==> config.mk <==
export PLATFORM = sky130hd
export DESIGN_NAME = mag_compare_tracker_4bit_flat
export DESIGN_NICKNAME = d
export VERILOG_FILES = /design/src/rtl/mag_compare_tracker_4bit_pkg.sv /design/src/rtl/mag_compare_tracker_4bit_if.sv /design/src/rtl/mag_compare_tracker_4bit_sat_counter.sv /design/src/rtl/mag_compare_tracker_4bit.sv /design/src/flat_wrapper.sv
export SDC_FILE = /design/constraint.sdc
export NUM_CORES = 1
export LEC_CHECK = 0
export ABC_AREA = 1
export CAP_MARGIN = 20
export CORE_MARGIN = 3
export CORE_UTILIZATION = 45
export CTS_CLUSTER_SIZE = 25
export DETAILED_ROUTE_END_ITERATION = 7
export GPL_ROUTABILITY_DRIVEN = 0
export PLACE_DENSITY = 0.77
export SYNTH_ARGS = -nofsm -noshare
export SYNTH_HDL_FRONTEND = slang
export SYNTH_HIERARCHICAL = 1
export SYNTH_SLANG_ARGS = --single-unit
export TNS_END_PERCENT = 50
==> constraint.sdc <==
create_clock -name clock -period 1.57 [get_ports clock]
set_clock_uncertainty 0.05 [all_clocks]
set_input_delay 0.2355 -clock clock [delete_from_list [all_inputs] [get_ports clock]]
set_output_delay 0.2355 -clock clock [all_outputs]
set_load 0.05 [all_outputs]
==> src/rtl/mag_compare_tracker_4bit_pkg.sv <==
// Shared types for the magnitude-compare tracker: outcome encoding, operand width, buffer state.
package mag_compare_pkg;

  localparam int OPND_W = 4;

  typedef enum logic [1:0] {
    RES_NONE = 2'b00,
    RES_LT   = 2'b01,
    RES_EQ   = 2'b10,
    RES_GT   = 2'b11
  } cmp_result_t;

  typedef enum logic {
    ST_EMPTY = 1'b0,
    ST_FULL  = 1'b1
  } buf_state_t;

  // gt wins over eq, eq over lt; no flag at all means no outcome
  function automatic cmp_result_t encode_flags(input logic lt, input logic eq, input logic gt);
    if (gt)      return RES_GT;
    else if (eq) return RES_EQ;
    else if (lt) return RES_LT;
    else         return RES_NONE;
  endfunction

  function automatic logic flags_onehot(input logic lt, input logic eq, input logic gt);
    return (lt & ~eq & ~gt) | (~lt & eq & ~gt) | (~lt & ~eq & gt);
  endfunction

endpackage

==> src/rtl/mag_compare_tracker_4bit_if.sv <==
// Comparison input and one-entry result output of the tracker, both valid/ready.
interface mag_compare_tracker_4bit_if;
  import mag_compare_pkg::*;

  logic                  in_valid;
  logic                  in_ready;
  logic [OPND_W-1:0]     A;
  logic [OPND_W-1:0]     B;
  logic                  A_lt_B;
  logic                  A_eq_B;
  logic                  A_gt_B;
  logic                  out_valid;
  logic                  out_ready;
  cmp_result_t           out_result;
  logic [OPND_W-1:0]     out_winner;

  modport master (
    output in_valid, A, B, A_lt_B, A_eq_B, A_gt_B, out_ready,
    input  in_ready, out_valid, out_result, out_winner
  );

  modport slave (
    input  in_valid, A, B, A_lt_B, A_eq_B, A_gt_B, out_ready,
    output in_ready, out_valid, out_result, out_winner
  );

endinterface

==> src/rtl/mag_compare_tracker_4bit_sat_counter.sv <==
// Saturating up-counter with synchronous clear; holds at all-ones instead of wrapping.
module sat_counter #(
  parameter int CNT_W = 8
) (
  input  logic             clock,
  input  logic             reset_b,
  input  logic             clear,
  input  logic             inc,
  output logic [CNT_W-1:0] count
);

  always_ff @(posedge clock or negedge reset_b) begin
    if (!reset_b) begin
      count <= '0;
    end else if (clear) begin
      count <= '0;
    end else if (inc && (count != {CNT_W{1'b1}})) begin
      count <= count + CNT_W'(1);
    end
  end

endmodule

==> src/rtl/mag_compare_tracker_4bit.sv <==
// Comparator result tracker: one-entry output buffer, saturating outcome counts, running max.
// Optional one-hot flag checking is enabled by defining MAG_TRACK_ONEHOT_CHECK_EN.
module mag_compare_tracker_4bit
  import mag_compare_pkg::*;
#(
  parameter int CNT_W = 8
) (
  input  logic                clock,
  input  logic                reset_b,
  input  logic                clear,
  mag_compare_tracker_4bit_if.slave bus,
  output logic [CNT_W-1:0]    lt_count,
  output logic [CNT_W-1:0]    eq_count,
  output logic [CNT_W-1:0]    gt_count,
  output logic [OPND_W-1:0]   max_val,
  output logic                max_valid,
  output logic                flag_err,
  output buf_state_t          fsm_state
);

  // Handshake: a transfer happens on a rising edge where valid && ready on that side.
  // in_ready is high when the buffer is empty or is being drained this same cycle.
  buf_state_t          state_q, state_d;
  logic                in_ready_c;
  logic                accept;
  cmp_result_t         res_in;
  logic [OPND_W-1:0]   winner_in;
  cmp_result_t         result_q;
  logic [OPND_W-1:0]   winner_q;
  logic                stats_upd;

  assign res_in    = encode_flags(bus.A_lt_B, bus.A_eq_B, bus.A_gt_B);
  assign winner_in = bus.A_gt_B ? bus.A : (bus.A_lt_B ? bus.B : bus.A);
  assign stats_upd = accept && !clear;

  always_ff @(posedge clock or negedge reset_b) begin
    if (!reset_b) state_q <= ST_EMPTY;
    else          state_q <= state_d;
  end

  always_comb begin
    state_d    = state_q;
    in_ready_c = (state_q == ST_EMPTY) || bus.out_ready;
    accept     = bus.in_valid && in_ready_c;
    case (state_q)
      ST_EMPTY: if (accept) state_d = ST_FULL;
      ST_FULL:  if (bus.out_ready && !accept) state_d = ST_EMPTY;
    endcase
  end

  always_ff @(posedge clock or negedge reset_b) begin
    if (!reset_b) begin
      result_q <= RES_NONE;
      winner_q <= '0;
    end else if (accept) begin
      result_q <= res_in;
      winner_q <= winner_in;
    end
  end

  assign bus.in_ready   = in_ready_c;
  assign bus.out_valid  = (state_q == ST_FULL);
  assign bus.out_result = result_q;
  assign bus.out_winner = winner_q;
  assign fsm_state      = state_q;

  sat_counter #(.CNT_W(CNT_W)) u_lt_cnt (
    .clock(clock), .reset_b(reset_b), .clear(clear),
    .inc(stats_upd && (res_in == RES_LT)), .count(lt_count)
  );
  sat_counter #(.CNT_W(CNT_W)) u_eq_cnt (
    .clock(clock), .reset_b(reset_b), .clear(clear),
    .inc(stats_upd && (res_in == RES_EQ)), .count(eq_count)
  );
  sat_counter #(.CNT_W(CNT_W)) u_gt_cnt (
    .clock(clock), .reset_b(reset_b), .clear(clear),
    .inc(stats_upd && (res_in == RES_GT)), .count(gt_count)
  );

  // The very first accepted winner seeds max_val, even when it is 0
  always_ff @(posedge clock or negedge reset_b) begin
    if (!reset_b) begin
      max_val   <= '0;
      max_valid <= 1'b0;
    end else if (clear) begin
      max_val   <= '0;
      max_valid <= 1'b0;
    end else if (accept && (!max_valid || (winner_in > max_val))) begin
      max_val   <= winner_in;
      max_valid <= 1'b1;
    end
  end

`ifdef MAG_TRACK_ONEHOT_CHECK_EN
  always_ff @(posedge clock or negedge reset_b) begin
    if (!reset_b) begin
      flag_err <= 1'b0;
    end else if (clear) begin
      flag_err <= 1'b0;
    end else if (accept && !flags_onehot(bus.A_lt_B, bus.A_eq_B, bus.A_gt_B)) begin
      flag_err <= 1'b1;
    end
  end
`else
  assign flag_err = 1'b0;
`endif

endmodule

==> src/flat_wrapper.sv <==
// flat-port wrapper written by rule: the top's interface ports become plain ports
module mag_compare_tracker_4bit_flat import mag_compare_pkg::*;
#(
  parameter int CNT_W = 8
)
  (clock, reset_b, clear, lt_count, eq_count, gt_count, max_val, max_valid, flag_err, fsm_state, bus_in_valid, bus_A, bus_B, bus_A_lt_B, bus_A_eq_B, bus_A_gt_B, bus_out_ready, bus_in_ready, bus_out_valid, bus_out_result, bus_out_winner);
  mag_compare_tracker_4bit_if bus_i ();
  input  logic clock;
  input  logic reset_b;
  input  logic clear;
  output logic [CNT_W-1:0] lt_count;
  output logic [CNT_W-1:0] eq_count;
  output logic [CNT_W-1:0] gt_count;
  output logic [OPND_W-1:0] max_val;
  output logic max_valid;
  output logic flag_err;
  output buf_state_t fsm_state;
  input wire logic [$bits(bus_i.in_valid)-1:0] bus_in_valid;
  input wire logic [$bits(bus_i.A)-1:0] bus_A;
  input wire logic [$bits(bus_i.B)-1:0] bus_B;
  input wire logic [$bits(bus_i.A_lt_B)-1:0] bus_A_lt_B;
  input wire logic [$bits(bus_i.A_eq_B)-1:0] bus_A_eq_B;
  input wire logic [$bits(bus_i.A_gt_B)-1:0] bus_A_gt_B;
  input wire logic [$bits(bus_i.out_ready)-1:0] bus_out_ready;
  output wire logic [$bits(bus_i.in_ready)-1:0] bus_in_ready;
  output wire logic [$bits(bus_i.out_valid)-1:0] bus_out_valid;
  output wire logic [$bits(bus_i.out_result)-1:0] bus_out_result;
  output wire logic [$bits(bus_i.out_winner)-1:0] bus_out_winner;
  assign bus_i.in_valid = bus_in_valid;
  assign bus_i.A = bus_A;
  assign bus_i.B = bus_B;
  assign bus_i.A_lt_B = bus_A_lt_B;
  assign bus_i.A_eq_B = bus_A_eq_B;
  assign bus_i.A_gt_B = bus_A_gt_B;
  assign bus_i.out_ready = bus_out_ready;
  assign bus_in_ready = bus_i.in_ready;
  assign bus_out_valid = bus_i.out_valid;
  assign bus_out_result = bus_i.out_result;
  assign bus_out_winner = bus_i.out_winner;
  mag_compare_tracker_4bit #(.CNT_W(CNT_W)) u_core (.clock(clock), .reset_b(reset_b), .clear(clear), .bus(bus_i), .lt_count(lt_count), .eq_count(eq_count), .gt_count(gt_count), .max_val(max_val), .max_valid(max_valid), .flag_err(flag_err), .fsm_state(fsm_state));
endmodule
# After elaboration in Yosys (flattened, before gate mapping)
# Index checks and enable logic that the tools add are counted.
# op_classes
add_sub_neg	3
order_cmp	1
eq_ne	6
n_mux	18
bitwise	1
n_reduce_logical	19
# ops
operator	n
2-to-1 mux 8 bit	6
adder 8 x 1 -> 8 bit (second input constant)	3
!= test 8 bit (second input constant)	3
2-to-1 mux 4 bit	4
logical AND 1 bit	10
nonzero test 2 bit	4
2-to-1 mux 1 bit	5
== test 2 bit (second input constant)	2
greater-than comparator 4 bit	1
2-to-1 mux 2 bit	2
zero test 1 bit	3
== test 2 x 1 -> 1 bit (second input constant)	1
logical OR 1 bit	2
case mux 1 bit (2 select lines)	1
inverter 1 bit	1
# totals
reg_bits	36
input_bits	16
output_inout_bits	39
word_cells	56

# Depth between registers and ports, before layout
# Gate-level depths: netlist of the first run.
# depth
word_depth	8
depth_mapped	15
ltp_nobuf	15

# Modules after synthesis
# Netlist of the first run, hierarchy kept.
# modules_own_cells
module	instances	cells_each	area_each_um2	seq_area_each_um2
sat_counter	3	74	511.7	200.2
mag_compare_tracker_4bit	1	91	730.7	300.3

# Least setup slack after synthesis of the first run
# No wires, ideal clock.
# synth_timing
kind	register -> register
from	register u_core.state_q, in the netlist u_core/bus.out_valid
to	register u_core.u_lt_cnt.count[7]
setup_time_ps	113
arrival_ps	1891
t_required_ps	1407
path_slack_ps	-484
path_stages_with_launch	11
path_buffers	0
synth_period_minus_slack_ps	2054
path_cell_list	dfrtp_1 -> nand2_4 -> nand2_4 -> nor2_4 -> inv_1 -> nor4_2 -> inv_1 -> a21oi_1 -> nand3_1 -> nand2_1 -> inv_1
# synth_via
elab_chain_len	7
# synth_lines
item	line	text
start: declaration	mag_compare_tracker_4bit.sv:23	buf_state_t state_q, state_d;
start signal: assignment	mag_compare_tracker_4bit.sv:38	else state_q <= state_d;
inverter 1 bit	mag_compare_tracker_4bit.sv:43	in_ready_c = (state_q == ST_EMPTY) || bus.out_ready;
logical OR 1 bit	mag_compare_tracker_4bit.sv:43	
named net bus_in_ready	flat_wrapper.sv:25	output wire logic [$bits(bus_i.in_ready)-1:0] bus_in_ready;
logical AND 1 bit	mag_compare_tracker_4bit.sv:44	accept = bus.in_valid && in_ready_c;
logical AND 1 bit	mag_compare_tracker_4bit.sv:34	assign stats_upd = accept && !clear;
logical AND 1 bit	mag_compare_tracker_4bit.sv:69	.inc(stats_upd && (res_in == RES_LT)), .count(lt_count)
logical AND 1 bit	mag_compare_tracker_4bit_sat_counter.sv:17	end else if (inc && (count != {CNT_W{1'b1}})) begin
nonzero test 2 bit (no source line)	-	
end signal: assignment	mag_compare_tracker_4bit_sat_counter.sv:18	count <= count + CNT_W'(1);
end: declaration	mag_compare_tracker_4bit_sat_counter.sv:9	output logic [CNT_W-1:0] count
# The timed path passes the listed nets, and every way through them passes these cells.
# A chain may end at the register's enable or synchronous reset.

# Final worst setup path of the first run
# layout_timing
from	register u_core.state_q, in the netlist u_core/bus.out_valid
to	register u_core.u_lt_cnt.count[7]
# layout_via
elab_chain_len	7
# layout_lines
item	line
inverter 1 bit	mag_compare_tracker_4bit.sv:43
logical OR 1 bit	mag_compare_tracker_4bit.sv:43
logical AND 1 bit	mag_compare_tracker_4bit.sv:44
logical AND 1 bit	mag_compare_tracker_4bit.sv:34
logical AND 1 bit	mag_compare_tracker_4bit.sv:69
logical AND 1 bit	mag_compare_tracker_4bit_sat_counter.sv:17
nonzero test 2 bit (no source line)	-
# Every way passes these cells.

==> key figures, run 1 <==
Power
  – Pwr per Cell Area: 660 nW/um2
  – Power Total: 2.57 mW
  – Peak supply drop: 0.481 mV
  – P_leak: 1.88 nW

GRT
  – Total GRT Usage: 23.1%
  – GR Overflow Total: 0
  – Pin count of the biggest net entering global routing: 23
  – First-pass GRT wire length: 11,100 um
  – Vias in the first global route: 2,408
  – Initial antenna violation count: 0

Run
  – Max_cap viols: 0

Logic synthesis
  – Syn_nets: 336
  – Cell variety after synth: 25
  – Syn Area/Cell: 7.24 um2
  – Synth Cell Area: 2270 um2
  – Seq/Total Area, Yosys: 39.8%
  – Yosys warns: 6
  – #FFs+latches synth: 36
  – Post-synthesis cell count: 313

Setup path
  – Worst EP arrival: 1.83 ns
  – CP max FO: 4
  – Crit path capture type: flip-flop
  – Critical Setup Path Class: flip-flop to flip-flop
  – Required @ worst endpoint: 1.75 ns
  – Worst Setup Start Kind: flip-flop

Die
  – Core Area: 4790 um2
  – Die Area: 5920 um2
  – Ports: 55
  – Num rows: 25
  – Die W: 77.0 um
  – Die Y: 77.0 um
  – Initial core utilization: 47.3%

Cells and area
  – Layout area overhead: 71.8%
  – Most frequent cells in the layout: nand2_1, buf_4, inv_1, dfrtp_1, buf_12
  – # nets final: 451
  – Final std cells w/o fill: 496
  – Finished Core Util: 81.3%
  – Ant diodes: 0
  – Commonest non-fill, non-tap cell in the layout: nand2_1
  – Final instance area: 3890 um2
  – Share of layout cells above drive strength 1: 38.9%

Run status
  – Failing checks: negative setup slack
  – Status: finished, violations left

Clock network
  – H-tree levels: 2
  – Clk slew on worst S/H paths: 0.07 ns
  – Root Driver: clkbuf_8
  – Sink Count: 36
  – CTS buffer count: 5
  – Clock buffer depth: 2
  – Clk_lat worst skew: 0.28 ns
  – CTS tree: built

Timing
  – Crit share post-route: 105%
  – Setup violators final: 20
  – Hold WS: 0.225 ns
  – Final slew viol count: 0
  – Final min period: 1.65 ns
  – Final hold violations: 0
  – Fmax: 608 MHz
  – Fin worst setup slack: -0.0759 ns
  – RSZ-0062 raised after global routing: yes

Detailed routing
  – Met3 wire len: 327 um
  – Vias per cell: 5.05
  – Uppermost routed layer: met4
  – DRC: 0
  – Final antenna-violating net count: 0
  – Metal2 WL: 3770 um
  – WL/cell: 14.1 um
  – M1 WL: 2860 um
  – Via count: 2,507
  – 1st-pass router iterations: 5
  – Total wire length: 7010 um
  – Iteration-0 DRC Markers: 147

Placed design
  – Cell Area, Placed: 3480 um2
  – Cells after DPL: 466
  – Post-DP HPWL: 4710 um
  – Port Buffers: 53

Hold path
  – HP Class: input port to flip-flop
==> power breakdown <==
part / total, mW / internal [mW] / switching, mW
Combinational: 0.847 / 0.370 / 0.477
Clock: 0.690 / 0.358 / 0.331
Sequential: 1.03 / 0.975 / 0.0553
Total: 2.57 / 1.70 / 0.863
==> layer usage <==
| layer | vias up | track usage [%] |
|---|---|---|
| met5 | - | 0 |
| met4 | 0 | 5.80 |
| met3 | 6 | 5.05 |
| met2 | 68 | 41.1 |
| met1 | 1213 | 28.1 |
| li1 | 1220 | - |
==> kinds of logic after synthesis <==
logic type / after synthesis / share of synthesized area [%]
AOI/OAI and AO/OA: 32 / 8.72
adders and majority gates: 7 / 3.87
buffers and inverters: 49 / 9.11
DFF: 36 / 39.8
other: 1 / 0.165
and+or+nand+nor: 188 / 38.4
==> critical path: stages, from the launching register on <==
cell and delay, ns:
dfrtp_2 0.44, nand2_8 0.08, nand2_8 0.05, nor2_4 0.12
inv_4 0.07, nor4_4 0.25, inv_2 0.10, buf_4 0.14
a21oi_1 0.17, nand2_1 0.08, inv_1 0.05
==> final cells by class <==
cell class / count / area, um2
repair buffers: 110 / 1270
fillers: 300 / 893
clock buffers: 8 / 90.1
inverters: 47 / 199
flip-flops and latches: 36 / 902
multi-input cells: 228 / 1350
well taps: 67 / 83.8
==> repair_timing <==
| item | 4_1_cts | 5_1_grt |
|---|---|---|
| resized for setup | 20 | 32 |
| setup endpoints to repair | 17 | 26 |
| pin swaps | 3 | 16 |
| hold buffers | 1 | 0 |
| buffers inserted | 7 | 14 |
| hold endpoints to repair | 15 | 0 |
==> state kept, by name (all words and copies together), names as in the netlist <==
signal,cells
u_core/bus.out_valid,1
u_core/u_eq_cnt/count,8
u_core/max_val,4
u_core/max_valid,1
u_core/bus.out_winner,4
u_core/u_gt_cnt/count,8
u_core/u_lt_cnt/count,8
u_core/bus.out_result,2
==> stage by stage <==
stage | TNS (ns) | worst slack [ns]
2_1_floorplan | -2.83 | -0.162
3_3_place_gp | -8.93 | -0.476
3_5_place_dp | -10.28 | -0.617
4_1_cts | -0.157 | -0.0475
5_1_grt | -2.52 | -0.165
6_report | -0.455 | -0.0759
==> final timing paths <==
kind | start | end | slack [ns] | depth (start not counted)
setup / recovery | u_core/bus.out_valid | u_core/u_lt_cnt/count[7] | -0.08 | 10
hold / removal | bus_B[1] | u_core/bus.out_winner[1] | 0.22 | 3
setup reg to reg | u_core/bus.out_valid | u_core/u_lt_cnt/count[7] | -0.08 | 10
hold reg to reg | u_core/bus.out_result[0] | u_core/bus.out_result[0] | 0.45 | 2
max in group asynchronous | reset_b | u_core/bus.out_valid | 0.64 | 3
min in group asynchronous | reset_b | u_core/u_eq_cnt/count[2] | 0.36 | 2
==> cells in the mapped netlist <==
| master | number | area, um2 |
|---|---|---|
| a21oi_1 | 13 | 65.1 |
| a21oi_2 | 3 | 26.3 |
| a31oi_1 | 3 | 18.8 |
| buf_4 | 2 | 15.0 |
| clkinv_4 | 3 | 26.3 |
| conb_1 | 1 | 3.75 |
| dfrtp_1 | 36 | 901 |
| ha_1 | 7 | 87.6 |
| inv_1 | 42 | 158 |
| inv_2 | 2 | 7.51 |
| nand2_1 | 99 | 372 |
| nand2_2 | 9 | 56.3 |
| nand2_4 | 6 | 67.6 |
| nand3_1 | 38 | 190 |
| nand3b_1 | 1 | 7.51 |
| nor2_1 | 20 | 75.1 |
| nor2_2 | 6 | 37.5 |
| nor2_4 | 1 | 11.3 |
| nor3_1 | 6 | 30.0 |
| nor3_2 | 1 | 10.0 |
| nor4_2 | 1 | 12.5 |
| o21ai_0 | 2 | 10.0 |
| o21ai_1 | 3 | 15.0 |
| o21ai_2 | 2 | 17.5 |
| o21bai_1 | 6 | 45.0 |
Note: power is estimated with default switching activity, not from simulation.
==> run 2, diff against run 1 <==
CTS_CLUSTER_SIZE = 12   (was 25)
SKIP_CTS_REPAIR_TIMING = 1   (was not set)
==> key figures, run 2 (synthesis gave the netlist of run 1 again) <==
Run status
  – Status: finished, violations left
  – Failing checks: negative setup slack

Setup path
  – Crit path max-delay family: simple AND/OR/NAND/NOR gates
  – Crit path capture type: flip-flop
  – CP dominant cell by count: nand2_8
  – Reg-to-reg setup timing slack: -0.09 ns (-0.02 ns)
  – Critical Path Start: u_core/bus.out_valid
  – FF-to-FF Start: u_core/bus.out_valid
  – RR Endpoint: u_core/u_lt_cnt/count[7]
  – Critical path endpoint: u_core/u_lt_cnt/count[7]
  – CP Buf/Inv Count: 4 (unchanged)
  – Critical Setup Path Class: flip-flop to flip-flop
  – Worst path depth: 10 (unchanged)
  – Slowest CP cell: dfrtp_2
  – Path depth of the worst reg2reg path: 10 (unchanged)
  – Worst Setup Start Kind: flip-flop
  – Required @ worst endpoint: 1.75 ns (about the same)
  – CP max stage delay: 0.44 ns (about the same)
  – Worst EP arrival: 1.85 ns (+0.02 ns)
  – Cell Chain, Critical Path: nand2_8 > nand2_8 > nor2_4 > inv_4 > nor4_4 > inv_2 > buf_4 > a21oi_1 > nand2_1 > inv_1
  – CP max FO: 4 (unchanged)

Power
  – Pwr per Cell Area: 651 nW/um2 (-1.3%)
  – P_leak: 1.94 nW (+3.2%)
  – Peak supply drop: 0.477 mV (-0.69%)

Die
  – Die Area: 5920 um2 (unchanged)
  – Num rows: 25 (unchanged)
  – Ports: 55 (unchanged)
  – Die Y: 77.0 um (unchanged)
  – Initial core utilization: 47.3% (unchanged)
  – Die W: 77.0 um (unchanged)
  – Core Area: 4790 um2 (unchanged)

Timing
  – RSZ-0062 raised after global routing: yes
  – Crit share post-route: 106% (+1.2 points)
  – TNS Setup: -0.196 ns (+0.259 ns)
  – Fmax: 601 MHz (-1.1%)
  – Final min period: 1.66 ns (+0.0185 ns)
  – Final slew viol count: 0 (unchanged)
  – Final hold violations: 0 (unchanged)
  – Fin worst setup slack: -0.0944 ns (-0.0185 ns)
  – Hold WS: 0.253 ns (+0.0283 ns)
  – Setup violators final: 8 (-60%)

Clock network
  – Root Driver: clkbuf_8
  – H-tree levels: 2 (unchanged)
  – Clk_lat worst skew: 0.29 ns (about the same)
  – Clk slew on worst S/H paths: 0.07 ns (about the same)
  – Clock buffer depth: 2 (unchanged)
  – CTS buffer count: 5 (unchanged)
  – CTS tree: built
  – Sink Count: 36 (unchanged)

Cells and area
  – Fillers: 284 (-5.3%)
  – Ant diodes: 0 (unchanged)
  – # nets final: 453 (+0.44%)
  – Largest regs: u_core/u_eq_cnt/count: 8 flops, u_core/u_gt_cnt/count: 8 flops, u_core/u_lt_cnt/count: 8 flops
  – Share of layout cells above drive strength 1: 41.5% (+2.6 points)
  – Commonest non-fill, non-tap cell in the layout: nand2_1
  – Layout area overhead: 74.4%
  – Most frequent cells in the layout: nand2_1, buf_4, dfrtp_1, inv_1, buf_12

Detailed routing
  – Iteration-0 DRC Markers: 175 (+19%)
  – WL/cell: 15.0 um (+6.5%)
  – DRC: 0 (unchanged)
  – Via count: 2,569 (+2.5%)
  – Total wire length: 7490 um (+6.9%)
  – Vias per cell: 5.16 (+2.1%)
  – Final antenna-violating net count: 0 (unchanged)
  – 1st-pass router iterations: 4 (-1)

Placed design
  – Post-DP HPWL: 4710 um (unchanged)
  – Port Buffers: 53 (unchanged)

GRT
  – GR Overflow Total: 0 (unchanged)
  – Total GRT Usage: 22.3% (-0.75 points)
  – Vias in the first global route: 2,366 (-1.7%)
  – Pin count of the biggest net entering global routing: 23 (unchanged)
  – First-pass GRT wire length: 10,800 um (-2.9%)
  – Initial antenna violation count: 0 (unchanged)

Hold path
  – HP Class: input port to flip-flop

Run
  – Max_cap viols: 0 (unchanged)
[run 2: changes by cell type in the layout (fill, tap and decap cells not counted), sizes merged]
cell / previous run / this run
buf: 96 / 97
clkbuf: 9 / 10
clkdlybuf4s50: 4 / 2
clkinv: 3 / 2
dlygate4sd2: 3 / 0
dlymetal6s2s: 5 / 10
inv: 44 / 45
[run 2: how the worst min path moves through the flow]
stage,startpoint,to,slack (ns),depth (start not counted)
after floorplan,reset_b,u_core/bus.out_result[0],-0.11,0
after global placement,reset_b,u_core/u_eq_cnt/count[2],0.14,1
after detailed placement,reset_b,u_core/u_eq_cnt/count[2],0.15,1
after CTS,reset_b,u_core/bus.out_winner[2],-0.16,1
after global routing,bus_in_valid,u_core/bus.out_valid,0.24,3
final,bus_in_valid,u_core/bus.out_valid,0.25,3
[run 2: worst register-to-register path, delay by kind of cell (launching register included)]
kind            cells  cell delay (ns)
compound gates      1             0.17
simple gates        5             0.57
buf+inv             4             0.37
flops               1             0.44
[run 2: area by class of cell]
| class | instances | area (um2) | share of cell area [%] |
|---|---|---|---|
| Clock buffer | 8 | 90.1 | 2.28 |
| Inverter | 47 | 199 | 5.03 |
| Multi-Input combinational cell | 228 | 1370 | 34.7 |
| Sequential cell | 36 | 902 | 22.8 |
| Tap cell | 67 | 83.8 | 2.12 |
| Timing Repair Buffer | 112 | 1310 | 33.1 |
[run 2: power breakdown]
group / leakage [nW] / switching [mW] / internal, mW
registers: 0.474 / 0.0546 / 0.975
logic: 1.42 / 0.481 / 0.367
clock network: 0.0455 / 0.336 / 0.358
total: 1.94 / 0.872 / 1.70
[run 2: layer usage]
metal  vias to the layer above  global-route usage, %  share of wire, %
met5                         -                      0                 0
met3                        10                   4.93               4.7
met1                      1257                   27.6                39
li1                       1227                      -                 -
met2                        75                   39.3                55
met4                         0                   5.62               1.4
[run 2: metrics by stage]
stage / setup slack (ns) / instances / util, % / total power, mW / instance area [um2]
finish: -0.0944 / 498 / 82.6 / 2.57 / 3950
global route: -0.185 / 498 / 82.6 / 2.68 / 3950
CTS: -0.318 / 474 / 74.6 / 2.48 / 3570
detailed placement: -0.617 / 466 / 72.7 / 1.79 / 3480
global placement: -0.476 / 466 / 72.7 / 1.77 / 3480
floorplan: -0.162 / 313 / - / 1.41 / 2300
